File: src/rtl/clock_display_if.sv
// rtl/clock_display_if.sv - time input and display output bundle for clock_display
//
// Purpose: groups the time-of-day inputs and the multiplexed display outputs
// of clock_display into one bundle.
// Signals:
//   hour[4:0]    time source -> display, 0..23
//   minute[5:0]  time source -> display, 0..59
//   second[5:0]  time source -> display, 0..59
//   an[5:0]      display -> panel, active-low digit enables
//   seg[6:0]     display -> panel, active-low segments {g,f,e,d,c,b,a}
//   dp           display -> panel, active-low separator
//   frame_start  display -> observer, one-cycle pulse on first frame cycle
// Modports: master = time source / panel side, slave = clock_display.

interface clock_display_if;
  logic [4:0] hour;
  logic [5:0] minute;
  logic [5:0] second;
  logic [5:0] an;
  logic [6:0] seg;
  logic       dp;
  logic       frame_start;

  modport master (
    output hour, minute, second,
    input  an, seg, dp, frame_start
  );

  modport slave (
    input  hour, minute, second,
    output an, seg, dp, frame_start
  );
endinterface

File: src/rtl/clock_display.sv
// rtl/clock_display.sv - six-digit multiplexed HH:MM:SS seven-segment driver
//
// Purpose: scans six active-low seven-segment digits. Each digit gets
// BLANK_CYC all-off cycles (segments already set up) followed by SCAN_DIV
// driven cycles. The time is snapshotted once per frame so a frame never
// mixes two different times.
// Ports:
//   clk      sole clock, rising edge
//   reset_n  asynchronous active-low reset
//   bus      clock_display_if.slave: hour/minute/second in,
//            an/seg/dp/frame_start out (all registered)

module clock_display #(
  parameter int SCAN_DIV  = 1000,
  parameter int BLANK_CYC = 4
) (
  input  logic           clk,
  input  logic           reset_n,
  clock_display_if.slave bus
);

  localparam int MAXC = (SCAN_DIV > BLANK_CYC) ? SCAN_DIV : BLANK_CYC;
  localparam int CW   = (MAXC > 1) ? $clog2(MAXC) : 1;
  localparam logic [CW-1:0] DRIVE_LAST = CW'(SCAN_DIV - 1);
  localparam logic [CW-1:0] BLANK_LAST = CW'(BLANK_CYC - 1);
  localparam logic [6:0]    SEG_DASH   = 7'b0111111;

  typedef enum logic {BLANK, DRIVE} state_t;

  state_t        state, state_n;
  logic [2:0]    idx, idx_n;
  logic [CW-1:0] cnt, cnt_n;
  // Low only between reset release and the first edge, which is treated
  // as the edge entering BLANK of digit 0 so the first frame starts there.
  logic          run;
  logic          enter_frame;

  logic [4:0]    snap_hour;
  logic [5:0]    snap_min, snap_sec;
  logic [4:0]    hour_v;
  logic [5:0]    min_v, sec_v;

  logic [5:0]    an_q, an_n;
  logic [6:0]    seg_q, seg_n;
  logic          dp_q, dp_n;
  logic          fs_q;

  function automatic logic [6:0] seg_code(input logic [3:0] d);
    case (d)
      4'd0:    return 7'b1000000;
      4'd1:    return 7'b1111001;
      4'd2:    return 7'b0100100;
      4'd3:    return 7'b0110000;
      4'd4:    return 7'b0011001;
      4'd5:    return 7'b0010010;
      4'd6:    return 7'b0000010;
      4'd7:    return 7'b1111000;
      4'd8:    return 7'b0000000;
      4'd9:    return 7'b0010000;
      default: return SEG_DASH;
    endcase
  endfunction

  function automatic logic [3:0] tens_of(input logic [5:0] v);
    return 4'(v / 6'd10);
  endfunction

  function automatic logic [3:0] ones_of(input logic [5:0] v);
    return 4'(v % 6'd10);
  endfunction

  // Next FSM position.
  always_comb begin
    state_n     = state;
    idx_n       = idx;
    cnt_n       = cnt;
    enter_frame = 1'b0;
    if (!run) begin
      state_n     = BLANK;
      idx_n       = 3'd0;
      cnt_n       = '0;
      enter_frame = 1'b1;
    end else if (state == BLANK) begin
      if (cnt == BLANK_LAST) begin
        state_n = DRIVE;
        cnt_n   = '0;
      end else begin
        cnt_n = cnt + 1'b1;
      end
    end else begin
      if (cnt == DRIVE_LAST) begin
        state_n = BLANK;
        cnt_n   = '0;
        if (idx == 3'd5) begin
          idx_n       = 3'd0;
          enter_frame = 1'b1;
        end else begin
          idx_n = idx + 3'd1;
        end
      end else begin
        cnt_n = cnt + 1'b1;
      end
    end
  end

  // Outputs are computed for the next cycle's position so they can be
  // registered; on a frame entry the fresh inputs stand in for the snapshot
  // being captured on that same edge.
  always_comb begin
    hour_v = enter_frame ? bus.hour   : snap_hour;
    min_v  = enter_frame ? bus.minute : snap_min;
    sec_v  = enter_frame ? bus.second : snap_sec;

    seg_n = SEG_DASH;
    case (idx_n)
      3'd0:    seg_n = (sec_v  <= 6'd59) ? seg_code(ones_of(sec_v))           : SEG_DASH;
      3'd1:    seg_n = (sec_v  <= 6'd59) ? seg_code(tens_of(sec_v))           : SEG_DASH;
      3'd2:    seg_n = (min_v  <= 6'd59) ? seg_code(ones_of(min_v))           : SEG_DASH;
      3'd3:    seg_n = (min_v  <= 6'd59) ? seg_code(tens_of(min_v))           : SEG_DASH;
      3'd4:    seg_n = (hour_v <= 5'd23) ? seg_code(ones_of({1'b0, hour_v})) : SEG_DASH;
      3'd5:    seg_n = (hour_v <= 5'd23) ? seg_code(tens_of({1'b0, hour_v})) : SEG_DASH;
      default: seg_n = SEG_DASH;
    endcase

    // Separators light (active-low) on even seconds only.
    dp_n = ((idx_n == 3'd2) || (idx_n == 3'd4)) ? sec_v[0] : 1'b1;
    an_n = (state_n == DRIVE) ? ~(6'b000001 << idx_n) : 6'b111111;
  end

  always_ff @(posedge clk or negedge reset_n) begin
    if (!reset_n) begin
      state     <= BLANK;
      idx       <= 3'd0;
      cnt       <= '0;
      run       <= 1'b0;
      snap_hour <= '0;
      snap_min  <= '0;
      snap_sec  <= '0;
      an_q      <= 6'b111111;
      seg_q     <= 7'b1111111;
      dp_q      <= 1'b1;
      fs_q      <= 1'b0;
    end else begin
      run   <= 1'b1;
      state <= state_n;
      idx   <= idx_n;
      cnt   <= cnt_n;
      if (enter_frame) begin
        snap_hour <= bus.hour;
        snap_min  <= bus.minute;
        snap_sec  <= bus.second;
      end
      an_q  <= an_n;
      seg_q <= seg_n;
      dp_q  <= dp_n;
      fs_q  <= enter_frame;
    end
  end

  assign bus.an          = an_q;
  assign bus.seg         = seg_q;
  assign bus.dp          = dp_q;
  assign bus.frame_start = fs_q;

endmodule

File: src/flat_wrapper.sv
// flat-port wrapper written by rule: the top's interface ports become plain ports
module clock_display_flat 
#(
  parameter int SCAN_DIV  = 1000,
  parameter int BLANK_CYC = 4
)
  (clk, reset_n, bus_hour, bus_minute, bus_second, bus_an, bus_seg, bus_dp, bus_frame_start);
  clock_display_if bus_i ();
  input  logic clk;
  input  logic reset_n;
  input wire logic [$bits(bus_i.hour)-1:0] bus_hour;
  input wire logic [$bits(bus_i.minute)-1:0] bus_minute;
  input wire logic [$bits(bus_i.second)-1:0] bus_second;
  output wire logic [$bits(bus_i.an)-1:0] bus_an;
  output wire logic [$bits(bus_i.seg)-1:0] bus_seg;
  output wire logic [$bits(bus_i.dp)-1:0] bus_dp;
  output wire logic [$bits(bus_i.frame_start)-1:0] bus_frame_start;
  assign bus_i.hour = bus_hour;
  assign bus_i.minute = bus_minute;
  assign bus_i.second = bus_second;
  assign bus_an = bus_i.an;
  assign bus_seg = bus_i.seg;
  assign bus_dp = bus_i.dp;
  assign bus_frame_start = bus_i.frame_start;
  clock_display #(.SCAN_DIV(SCAN_DIV), .BLANK_CYC(BLANK_CYC)) u_core (.clk(clk), .reset_n(reset_n), .bus(bus_i));
endmodule
File: config.mk
export PLATFORM = sky130hd
export DESIGN_NAME = clock_display_flat
export DESIGN_NICKNAME = d
export VERILOG_FILES = /design/src/rtl/clock_display_if.sv /design/src/rtl/clock_display.sv /design/src/flat_wrapper.sv
export SDC_FILE = /design/constraint.sdc
export NUM_CORES = 1
export LEC_CHECK = 0
export CELL_PAD_IN_SITES_DETAIL_PLACEMENT = 0
export CELL_PAD_IN_SITES_GLOBAL_PLACEMENT = 1
export CORE_ASPECT_RATIO = 2
export CORE_UTILIZATION = 45
export CTS_CLUSTER_DIAMETER = 150
export DETAILED_ROUTE_END_ITERATION = 6
export GPL_TIMING_DRIVEN = 0
export PLACE_DENSITY = 0.84
export RECOVER_POWER = 25
export SLEW_MARGIN = 40
export SYNTH_ARGS = -nofsm -noshare
export SYNTH_HDL_FRONTEND = slang
export SYNTH_SLANG_ARGS = --single-unit
File: constraint.sdc
create_clock -name clk -period 5.7 [get_ports clk]
set_clock_uncertainty 0.15 [all_clocks]
set_input_delay 0.855 -clock clk [delete_from_list [all_inputs] [get_ports clk]]
set_output_delay 0.855 -clock clk [all_outputs]
set_load 0.03 [all_outputs]
==> results of run 1 <==
## power breakdown
group / switching, mW / internal [mW]
clock: 0.142 / 0.207
combinational: 0.378 / 0.239
sequential: 0.0252 / 0.378
total: 0.546 / 0.824
## layout by cell type, fill, tap and decap left out, drive strengths merged, types with 21 or more instances in the layout
master | netlist | final
a21oi | 51 | 51
clkbuf | 18 | 24
clkdlybuf4s50 | 0 | 28
dfrtp | 33 | 33
ha | 33 | 33
inv | 45 | 45
mux2i | 21 | 21
nand2 | 48 | 48
nor2 | 49 | 49
o21ai | 48 | 48
## per-stage QoR
step / TNS [ns] / utilization (%) / instance area [um^2] / total power [mW] / setup WS (ns)
6_report: 0 / 55.2 / 5430 / 1.37 / 0.264
3_3_place_gp: -2.98 / 51.2 / 5030 / 0.975 / -0.658
4_1_cts: 0 / 53.4 / 5250 / 1.34 / 0.00173
5_1_grt: 0 / 55.2 / 5430 / 1.45 / 0.0359
3_5_place_dp: -3.10 / 51.4 / 5050 / 0.983 / -0.678
2_1_floorplan: 0 / - / 4570 / 0.802 / 0.518
## state kept, by name, indices dropped and copies added (netlist names), 3 cells and up
register          flops
u_core.cnt           10
u_core.bus.seg        7
u_core.bus.an         6
u_core.snap_min       6
u_core.snap_sec       6
u_core.snap_hour      5
u_core.idx            3
## critical path: cells and delay by family, from the launching register on
family                     cells  cell delay, ns
xor gates and xnor gates       1            0.17
muxes                          4            0.52
DFF                            1            0.42
buffers and inverters          6            0.95
and+or+nand+nor                6            1.49
AOI/OAI and AO/OA              5            0.95
adders and majority gates      3            0.70
## timing repair
item	4_1_cts	5_1_grt
pin swaps	1	6
gates resized for setup	6	31
endpoints found under the setup margin	7	6
buffers inserted	1	10
## metal layers
layer,GRT usage (%),share of wire (%)
met5,0,0
met1,29.0,36
met4,18.6,5.9
met2,54.2,54
met3,3.21,3.3
## kinds of logic (layout without fill, tap and decap cells)
logic type / after synthesis / after routing / share of synthesized area, %
and+or+nand+nor: 203 / 203 / 22.5
DFF: 47 / 47 / 26.1
buffers and inverters: 69 / 118 / 6.05
xor gates and xnor gates: 12 / 12 / 2.30
other: 1 / 1 / 0.0820
adders and majority gates: 33 / 33 / 9.03
muxes: 29 / 29 / 6.57
AOI/OAI and AO/OA: 187 / 187 / 27.4
## worst min path at each step
stage                               endpoint  slack (ns)  cells past startpoint
6_report             u_core.cnt[0]$_DFF_PN0_        0.38                      1
5_1_grt              u_core.cnt[0]$_DFF_PN0_        0.42                      1
4_1_cts        u_core.snap_hour[3]$_DFF_PN0_        0.26                      1
3_5_place_dp         u_core.cnt[0]$_DFF_PN0_        0.33                      1
3_3_place_gp         u_core.cnt[0]$_DFF_PN0_        0.31                      1
2_1_floorplan        u_core.cnt[0]$_DFF_PN0_        0.30                      1
## area by class of cell
class                           instances  area, um^2  area share, %
Buffer                                 23         118           2.17
Multi-Input combinational cell        465        3230           59.6
Timing Repair Buffer                   41         370           6.82
Clock inverter                          3        43.8          0.807
Sequential cell                        47        1190           22.0
Tap cell                              132         165           3.04
Clock buffer                            5         125           2.31
Inverter                               46         178           3.27
==> out/metrics.cfg, run 1 <==
[worst_setup_path]
r2r_setup_slack_ns=0.26
critical_path_class=flip-flop to flip-flop
end_kind=flip-flop
worstSetupStartpoint=u_core.cnt[0]$_DFF_PN0_
cp.arrival_ns=5.49
crit_fanout=10
slowest_delay_ns=0.43
timing.rr.start=u_core.cnt[0]$_DFF_PN0_
critPathRequiredTime_ns=5.76
reg2reg_depth=25
path_common_cell=mux2i_1
start_kind=flip-flop
crit_slowest_cell=a2111o_1
critPathCapture=u_core.bus.seg[4]$_DFF_PN1_
r2r-end=u_core.bus.seg[4]$_DFF_PN1_

[logic_synthesis]
ys_seq_area_share_pct=26.1
yosysTopAreaCellShare_pct=18.1
ys.flop_type=dfrtp_1
yosys_warnings=0
synth_area_um2=4570
async_flop_share_pct=100
synth_nets=633
synth-edff-count=0
synthTopCellsByArea=dfrtp_1 (18%), ha_1 (9.0%), dfstp_2 (8.0%)
synth_top_area_cell=dfrtp_1
netlist_instances=581
syn_area_per_cell_um2=7.87
synth_commonest_cells=a21oi_1 (49), nand2_1 (48), nor2_1 (48)
ys_types=71
synth.most_common_cell=a21oi_1
yosys_register_bits=47

[clock_tree]
cts_sinks=47
clk_transition_reported_paths_ns=0.06
clk_latency_ns=0.30
cts_buffers=5
htreeDepth=2
root_buffer=clkbuf_16
cts_tree=done
postCtsHoldBufs=0
clockBufferDepth=2

[route]
viasPerCell=6.22
ant_nets=0
wl_per_cell_um=19.4
drc=0
vias=4743
dr.pass1.iters=6
routed_wl_um=14800
dr.first_iter.drc_count=331

[place]
placedCellCount=743
gp_congestion=0.943
dp_hpwl_um=11600
port_buffers=29

[die]
io_pins=34
rows=51
die_w_um=73.3
core-area_um2=9830
die_h_um=145
dieArea_um2=10600
start_util_pct=46.5

[worst_hold_path]
hold_start=u_core.cnt[0]$_DFF_PN0_
hold_path.class=flip-flop to flip-flop

[sta]
rsz0062_at_grt=false
tightest_slew_ns=1.91
fin_crit_ns=5.44
fin_crit_sh_pct=95.4
setup_viol=0
hold_violations=0
finalMaxSlewViolations=36
fmax_mhz=184
hold_slack_ns=0.377
relSlewSlack_pct=-27.6

[finish]
nFillCells=982
stdcell_count=762
finalNetCount=681
diodes=0
synthToLayoutAreaGrowth_pct=18.7
drive_above_1_share_pct=14.1

[power_and_ir_drop]
p_leak_nw=2.25
p_per_area_nw_per_um2=252
ir_drop_v=0.000199

[status]
violations=max-capacitance violations, max-slew violations
status=finished, violations left

[global_route]
grt_max_degree=36
grt_pass1_vias=4609
grt_pass1_wl_um=23100
overflow=0
track_usage_pct=28.9
antenna_found_initial=0

[run]
cap_violations=1

No activity file was read; power rests on OpenSTA's default activity.
==> inputs of run 2 (changes only) <==
--- a/config.mk
+++ b/config.mk
@@ -8,6 +8,7 @@
 export CELL_PAD_IN_SITES_DETAIL_PLACEMENT = 0
 export CELL_PAD_IN_SITES_GLOBAL_PLACEMENT = 1
 export CORE_ASPECT_RATIO = 2
+export CORE_MARGIN = 2
 export CORE_UTILIZATION = 45
 export CTS_CLUSTER_DIAMETER = 150
 export DETAILED_ROUTE_END_ITERATION = 6
==> out/metrics.cfg, run 2 (same netlist as run 1, synthesis figures left out) <==
[worst_hold_path]
hold_depth=2
hold_path.class=flip-flop to flip-flop

[place]
gp_congestion=0.899
port_buffers=29
dp_hpwl_um=11600
placed_cell_area_um2=5060

[finish]
final_cell_mix=nor2_1 (48), a21oi_1 (48), nand2_1 (48)
finalNetCount=678
design_area_um2=5410
largest_register_ffs=10
diodes=0
synthToLayoutAreaGrowth_pct=18.2
largest_register=u_core.cnt
drive_above_1_share_pct=13.7

[power_and_ir_drop]
p_leak_nw=2.23
p_comb_share_pct=45.5
p_per_area_nw_per_um2=254
ir_drop_v=0.000295
pwr-share-seq_pct=29.3
switching_power_uw=549
power.internal_uw=823
clockPowerShare_pct=25.2
switching_share_pct=40.0

[status]
violations=max-capacitance violations, max-slew violations
status=finished, violations left

[die]
die_w_um=75.3
start_util_pct=45.6
dieArea_um2=11000
rows=52
io_pins=34
die_h_um=147
core-area_um2=10000

[route]
dr.pass1.iters=5
viasPerCell=6.26
wl_per_cell_um=19.7
routed_wl_um=15000
dr.first_iter.drc_count=315
ant_nets=0
vias=4768
drc=0

[worst_setup_path]
crit_family=simple AND/OR/NAND/NOR gates
start_kind=flip-flop
critical_path_class=flip-flop to flip-flop
cp.depth=22
end_kind=flip-flop
crit_fanout=9
cp.arrival_ns=5.54
path_common_cell=ha_2
critPathRequiredTime_ns=5.76
slowest_delay_ns=0.42
reg2reg_depth=22
path_cells=ha_2 -> or3b_4 -> nor4_4 -> nor2_4 -> inv_4 -> mux2i_4 -> inv_2 -> ha_2 -> nand2b_1 -> o22ai_1 -> mux2i_1 -> mux2_2 -> a31oi_4 -> nor2_1 -> o21ai_2 -> inv_1 -> ha_1 -> nand3_1 -> a221oi_1 -> nor3_1 -> or3_1 -> a2111o_1
crit_slowest_cell=or3b_4
critPathBufInv=3

[clock_tree]
clockBufferDepth=2
cts_tree=done
cts_buffers=5
clk_latency_ns=0.30
postCtsHoldBufs=0
root_buffer=clkbuf_16
htreeDepth=2
cts_sinks=47
clk_transition_reported_paths_ns=0.06

[sta]
setup_viol=0
tightest_slew_ns=1.88
hold_violations=0
fmax_mhz=182
setup_tns_ns=0
fin_crit_ns=5.48
fin_crit_sh_pct=96.1
finalMaxSlewViolations=36
relSlewSlack_pct=-25.6

[run]
cap_violations=1

[global_route]
overflow=0
grt_pass1_wl_um=23600
track_usage_pct=27.7
antenna_found_initial=0
grt_pass1_vias=4627
grt_max_degree=36

==> run 2: final timing paths <==
| path | startpoint | to | slack [ns] |
|---|---|---|---|
| max | u_core.cnt[0]$_DFF_PN0_ | u_core.bus.seg[4]$_DFF_PN1_ | 0.22 |
| min | u_core.cnt[0]$_DFF_PN0_ | u_core.cnt[0]$_DFF_PN0_ | 0.43 |
| max reg2reg | u_core.cnt[0]$_DFF_PN0_ | u_core.bus.seg[4]$_DFF_PN1_ | 0.22 |
| min reg2reg | u_core.cnt[0]$_DFF_PN0_ | u_core.cnt[0]$_DFF_PN0_ | 0.43 |
| max in group asynchronous | reset_n | u_core.snap_sec[0]$_DFF_PN0_ | 2.69 |
| min in group asynchronous | reset_n | u_core.snap_hour[0]$_DFF_PN0_ | 0.48 |
==> run 2: cell type report <==
cell class / count / area (um^2)
flip-flops and latches: 47 / 1190
clock inverters: 3 / 43.8
clock buffers: 5 / 125
plain buffers: 22 / 118
well taps: 135 / 169
multi-input cells: 465 / 3230
fillers: 1042 / 4610
inverters: 46 / 175
repair buffers: 39 / 355
==> run 2: what timing repair did <==
item / 4_1_cts / 5_1_grt
hold endpoints to repair: 0 / 0
setup endpoints to repair: 7 / 6
pin swaps: 1 / 4
buffers inserted: 1 / 8
cloned: 0 / 0
gates resized for setup: 10 / 27
==> run 2: layer usage <==
metal,track usage [%],part of all wire [%]
met5,0,0
met4,16.4,5.8
met3,3.59,4.8
met2,48.8,54
met1,29.8,35
==> run 2: worst register-to-register path, cell delays in order, from the launching register on <==
cell and delay (ns):
dfrtp_1 0.39, ha_2 0.22, or3b_4 0.42, nor4_4 0.41
nor2_4 0.16, inv_4 0.17, mux2i_4 0.33, inv_2 0.13
ha_2 0.39, nand2b_1 0.12, o22ai_1 0.07, mux2i_1 0.20
mux2_2 0.23, a31oi_4 0.06, nor2_1 0.18, o21ai_2 0.12
inv_1 0.17, ha_1 0.16, nand3_1 0.07, a221oi_1 0.31
nor3_1 0.11, or3_1 0.41, a2111o_1 0.42
==> run 2: power groups by stage <==
stage               clock (mW)  combinational (mW)  sequential, mW
detailed placement           0               0.578           0.405
global route             0.364               0.676           0.405
finish                   0.346               0.624           0.402
global placement             0               0.567           0.406
CTS                      0.354               0.587           0.401
floorplan                    0               0.363           0.439
==> run 2: per-stage QoR <==
stage                     hold slack (ns)  cells  setup WS [ns]  power (mW)  utilization (%)
after CTS                           0.262    754         0.0381        1.34             52.5
final                               0.427    762          0.220        1.37             54.0
after floorplan                     0.298    581          0.518       0.802                -
after global routing                0.456    762        -0.0191        1.44             54.0
after detailed placement            0.361    746         -0.840       0.983             50.5
after global placement              0.329    745         -0.746       0.972             50.2
==> RTL change 1, RTL diff (settings of run 2) <==
`BLANK_CYC` is set to 4 in 2 places; all go to 8.
--- a/src/rtl/clock_display.sv
+++ b/src/rtl/clock_display.sv
@@ -13,5 +13,5 @@
 module clock_display #(
   parameter int SCAN_DIV  = 1000,
-  parameter int BLANK_CYC = 4
+  parameter int BLANK_CYC = 8
 ) (
   input  logic           clk,
--- a/src/flat_wrapper.sv
+++ b/src/flat_wrapper.sv
@@ -3,5 +3,5 @@
 #(
   parameter int SCAN_DIV  = 1000,
-  parameter int BLANK_CYC = 4
+  parameter int BLANK_CYC = 8
 )
   (clk, reset_n, bus_hour, bus_minute, bus_second, bus_an, bus_seg, bus_dp, bus_frame_start);
Check against the original RTL: not equivalent (Yosys sat finds a counterexample within 10 cycles, from zero or initial values and one cycle with reset_n low).
==> RTL change 1 against run 2 <==
The run still ends with capacitance limit, slew limit left; via count shrank 17%; synthesized area shrank 6.1%; final area shrank 7.2%; routed wire length shrank 21%; sequential power shrank 2%; worst hold slack lost 0.12 ns; setup slack gained 0.074 ns; critical endpoint is now u_core.bus.seg[5]; sequential cell count is the same; power shrank 4.8%; maximum frequency grew 1.4%.
==> RTL change 1: results (changes against run 2) <==
Cells after DPL -> 655 (-12%)
worst relative slew slack -> -0.2390 (+0.01710)
Mapped Nets -> 569 (-10%)
Post-Place Worst Slack -> -0.1200 ns (+0.7204 ns)
maximum capacitance violations -> 1 (unchanged)
first-pass GRT wire length -> 19.35 mm (-18%)
post-DP HPWL -> 9.512 mm (-18%)
status -> complete, but fails checks
IO Port Bufs -> 33 (+14%)
R2R depth -> 21 (-4.5%)
vias post-DR -> 3979 (-17%)
fin crit share -> 0.9484 (-0.01304)
Via density -> 5.957 (-4.8%)
Worst path slowest cell -> nor4_2
fillers -> 883 (-15%)
maximum vdd drop -> 0.1975 mV (-33%)
failing checks -> capacitance limit, slew limit
synth top area cells -> dfrtp_1, ha_1, dfstp_2
Slew Viols, Final -> 36 (unchanged)
R2R Path End -> u_core.bus.seg[5]
CP peak stage delay -> 0.61 ns (+0.19 ns)
vias in the first global route -> 3920 (-15%)
nets -> 615 (-9.3%)
initial DRC count -> 247 (-22%)
Synth Area in Compound Gates -> 0.2043 (-0.06983)
Crit Path Max Fanout -> 7 (-2)
Post-Synth Adder-Cell Area -> 0.09618 (+0.005895)
-- RTL change 1: cell types whose count changed after synthesis, moves of 6 or more --
cell and delta:
inv_1 -7, o21ai_0 -14, clkbuf_1 -13, o31ai_1 -6, a21oi_1 -17, o21ai_1 -6
nand2_1 +15, nand2b_1 -7
-- RTL change 1: routing by layer --
metal / vias up / GRT usage / wire (um)
li1: 1965 / - / -
met1: 1902 / 0.2396 / 4357
met2: 90 / 0.4737 / 6910
met3: 22 / 0.02550 / 245
met4: 0 / 0.08967 / 359
met5: - / 0 / 0
-- RTL change 1: timing repair --
action | 4_1_cts | 5_1_grt
gates resized for setup | 2 | 7
setup buffers | 0 | 5
pin swaps | 0 | 2
endpoints found under the setup margin | 1 | 5
hold endpoints to repair | 0 | 0
-- RTL change 1: how the worst max path moves through the flow --
stage and endpoint:
2_1_floorplan u_core.bus.seg[5], 3_3_place_gp u_core.bus.seg[5], 3_5_place_dp u_core.bus.seg[5], 4_1_cts u_core.bus.seg[5]
5_1_grt u_core.bus.seg[5], 6_report u_core.bus.seg[5]
-- RTL change 1: cell families after synthesis --
logic type / count (synthesis)
AOI/OAI and AO/OA: 123
adders and majority gates: 33
buffers and inverters: 51
DFF: 47
and+or+nand+nor: 218
other: 1
muxes: 33
xor gates and xnor gates: 11
-- RTL change 1: final cells by class --
type,count,share of cell area
Clock inverter,3,0.008730
Timing Repair Buffer,39,0.07284
Clock buffer,5,0.02494
Multi-Input combinational cell,419,0.5844
Buffer,13,0.01621
Sequential cell,47,0.2380
Inverter,38,0.02893
Tap cell,104,0.02594
-- RTL change 1: per-stage QoR --
stage          area, um^2  hold WS, ns  TNS (ns)
2_1_floorplan        4293       0.2751         0
3_3_place_gp         4753       0.2954  -0.02514
3_5_place_dp         4771       0.2989   -0.1200
4_1_cts              4962       0.2634         0
5_1_grt              5016       0.3450         0
6_report             5016       0.3062         0
-- RTL change 1: where the power goes --
part           leakage (uW)  switching [uW]  internal [uW]  total, uW
sequential         0.000563            17.8            377        395
clock             0.0000838             133            207        340
combinational       0.00154             344            227        571
==> RTL change 2, RTL diff (flow settings as in run 2) <==
Without the edit above. Reset style: synchronous (`reset_n`), changed in one clocked block. Comments in the files are not updated.
--- a/src/rtl/clock_display.sv
+++ b/src/rtl/clock_display.sv
@@ -128,5 +128,5 @@
   end
 
-  always_ff @(posedge clk or negedge reset_n) begin
+  always_ff @(posedge clk) begin
     if (!reset_n) begin
       state     <= BLANK;
Check against the original RTL: differs if reset_n is asserted again (counterexample within 4 cycles, from zero or initial values and one cycle with reset_n low); with reset_n held inactive, the same outputs for 10 cycles.
==> RTL change 2 against run 2 <==
The run ends with capacitance limit left; via count down 11%; non-clock buffer count down 3; die area down 5.0%; power down 19%; routed wire length down 10%; sequential cell count unchanged; final area down 8.4%; combinational power down 36%; critical endpoint is now u_core.bus.seg[2]; synthesized area down 5.2%; setup slack better by 0.13 ns.
==> RTL change 2: results (changes against run 2) <==
vias in the first global route -> 4405 (-4.8%)
status -> complete, but fails checks
final wirelength -> 13.43 mm (-10%)
Crit Path Max Fanout -> 10 (+1)
Routability Congestion -> 0.9303 (+3.5%)
fraction of registers with async set/reset -> 0 (-1.000)
Largest register FFs -> 10 (unchanged)
most instantiated cells after synthesis -> nor2_1, dfxtp_1, nand2_1
synth top area cells -> dfxtp_1, ha_1, mux2i_1
Placement Cell Area -> 4768 um^2 (-5.8%)
maximum vdd drop -> 0.1304 mV (-56%)
GRT Overall Usage -> 0.2654 (-0.01160)
initial DRC count -> 283 (-10%)
nets -> 634 (-6.5%)
Crit path max-delay family -> compound AO/OA/AOI/OAI gates
Switching Share -> 0.3561 (-0.04394)
failing checks -> capacitance limit
critical path data arrival time -> 5.36 ns (-0.18 ns)
setup bufs post-CTS -> 0 (-1)
Hold Crit Start -> u_core.cnt[0]
Synth Flop Type -> dfxtp_1
r2r startpoint -> u_core.cnt[0]
Via density -> 6.143 (-1.8%)
synth warn -> 0 (unchanged)
CP peak stage delay -> 0.52 ns (+0.10 ns)
Worst path slowest cell -> o41ai_4
post-DP HPWL -> 10.80 mm (-6.8%)
Distinct cells, synth -> 90 (+27%)
largest net degree at the start of global routing -> 17 (-53%)
maximum capacitance violations -> 1 (unchanged)
fillers -> 956 (-8.3%)
worst relative slew slack -> 0.01411 (+0.2702)
layout cell share with drive strength beyond 1 -> 0.1075 (-0.02965)
[RTL change 2: cell count changes in the layout (fill, tap and decap cells not counted), moves of 10 or more]
cell           change
o21ai_0           -16
dfxtp_1           +47
mux2i_1           +13
dfstp_2           -14
dlygate4sd3_1     +10
a21oi_1           -18
dfrtp_1           -33
nor2_1            +23
[RTL change 2: power groups by stage]
stage / logic [uW] / clock network, uW / registers [uW]
after floorplan: 260 / 0 / 380
after global placement: 390 / 0 / 363
after detailed placement: 397 / 0 / 364
after CTS: 399 / 353 / 356
after global routing: 438 / 363 / 357
final: 402 / 349 / 356
[RTL change 2: timing repair]
item                                    in CTS  in global routing
pin swaps                                    1                  0
gates resized for setup                      0                  1
endpoints found under the setup margin       1                  1
[RTL change 2: area by class of cell]
class	instances	area [um^2]	area share
multi-input combinational	439	3117	0.6294
tap	104	130.1	0.02628
inverter	34	127.6	0.02577
buffer	28	166.4	0.03360
clock buffer	5	125.1	0.02527
sequential	47	940.9	0.1900
clock inverter	3	47.55	0.009601
timing repair buffer	30	297.8	0.06013
[RTL change 2: logic make-up after synthesis]
logic type                 count (synthesis)  share of synthesized area
AOI/OAI and AO/OA                        138                     0.2421
and+or+nand+nor                          212                     0.2442
adders and majority gates                 30                    0.08658
muxes                                     43                     0.1100
buffers and inverters                     62                    0.06782
xor gates and xnor gates                  16                    0.03232
DFF                                       47                     0.2170
[RTL change 2: worst paths after layout]
check,endpoint,slack [ns],depth (start not counted)
worst min-delay path,u_core.cnt[0],0.32,1
worst max register to register,u_core.bus.seg[2],0.35,21
worst max-delay path,u_core.bus.seg[2],0.35,21
worst min register to register,u_core.cnt[0],0.32,1
[RTL change 2: metal layers]
layer  global-route usage  part of all wire  up-vias
met5                    0                 0        -
met4               0.1789             0.058        0
met3              0.03458             0.031       47
met2               0.5311              0.58      104
met1               0.2252              0.33     2026
li1                     -                 -     2062
[RTL change 2: worst reg2reg max path: stages, from the launching register on]
cell and delay (ns):
dfxtp_1 0.37, ha_1 0.25, nand3_2 0.19, o41ai_4 0.52, buf_6 0.24, buf_6 0.18
buf_6 0.17, buf_4 0.20, a21oi_1 0.12, inv_1 0.08, ha_1 0.19, nor3b_1 0.21
o21ai_0 0.10, a21oi_1 0.31, o22ai_2 0.17, o21ai_1 0.48, xnor2_2 0.22, inv_1 0.11
ha_1 0.20, and4_1 0.15, o21a_1 0.17, a2111o_1 0.42
[RTL change 2: through the flow]
step | hold WS [ns] | setup slack [ns] | instances
2_1_floorplan | 0.2795 | 0.9735 | 548
3_3_place_gp | 0.2906 | 0.01853 | 681
3_5_place_dp | 0.3053 | -0.04871 | 681
4_1_cts | 0.3202 | 0.008771 | 689
5_1_grt | 0.3345 | 0.09590 | 690
6_report | 0.3175 | 0.3521 | 690
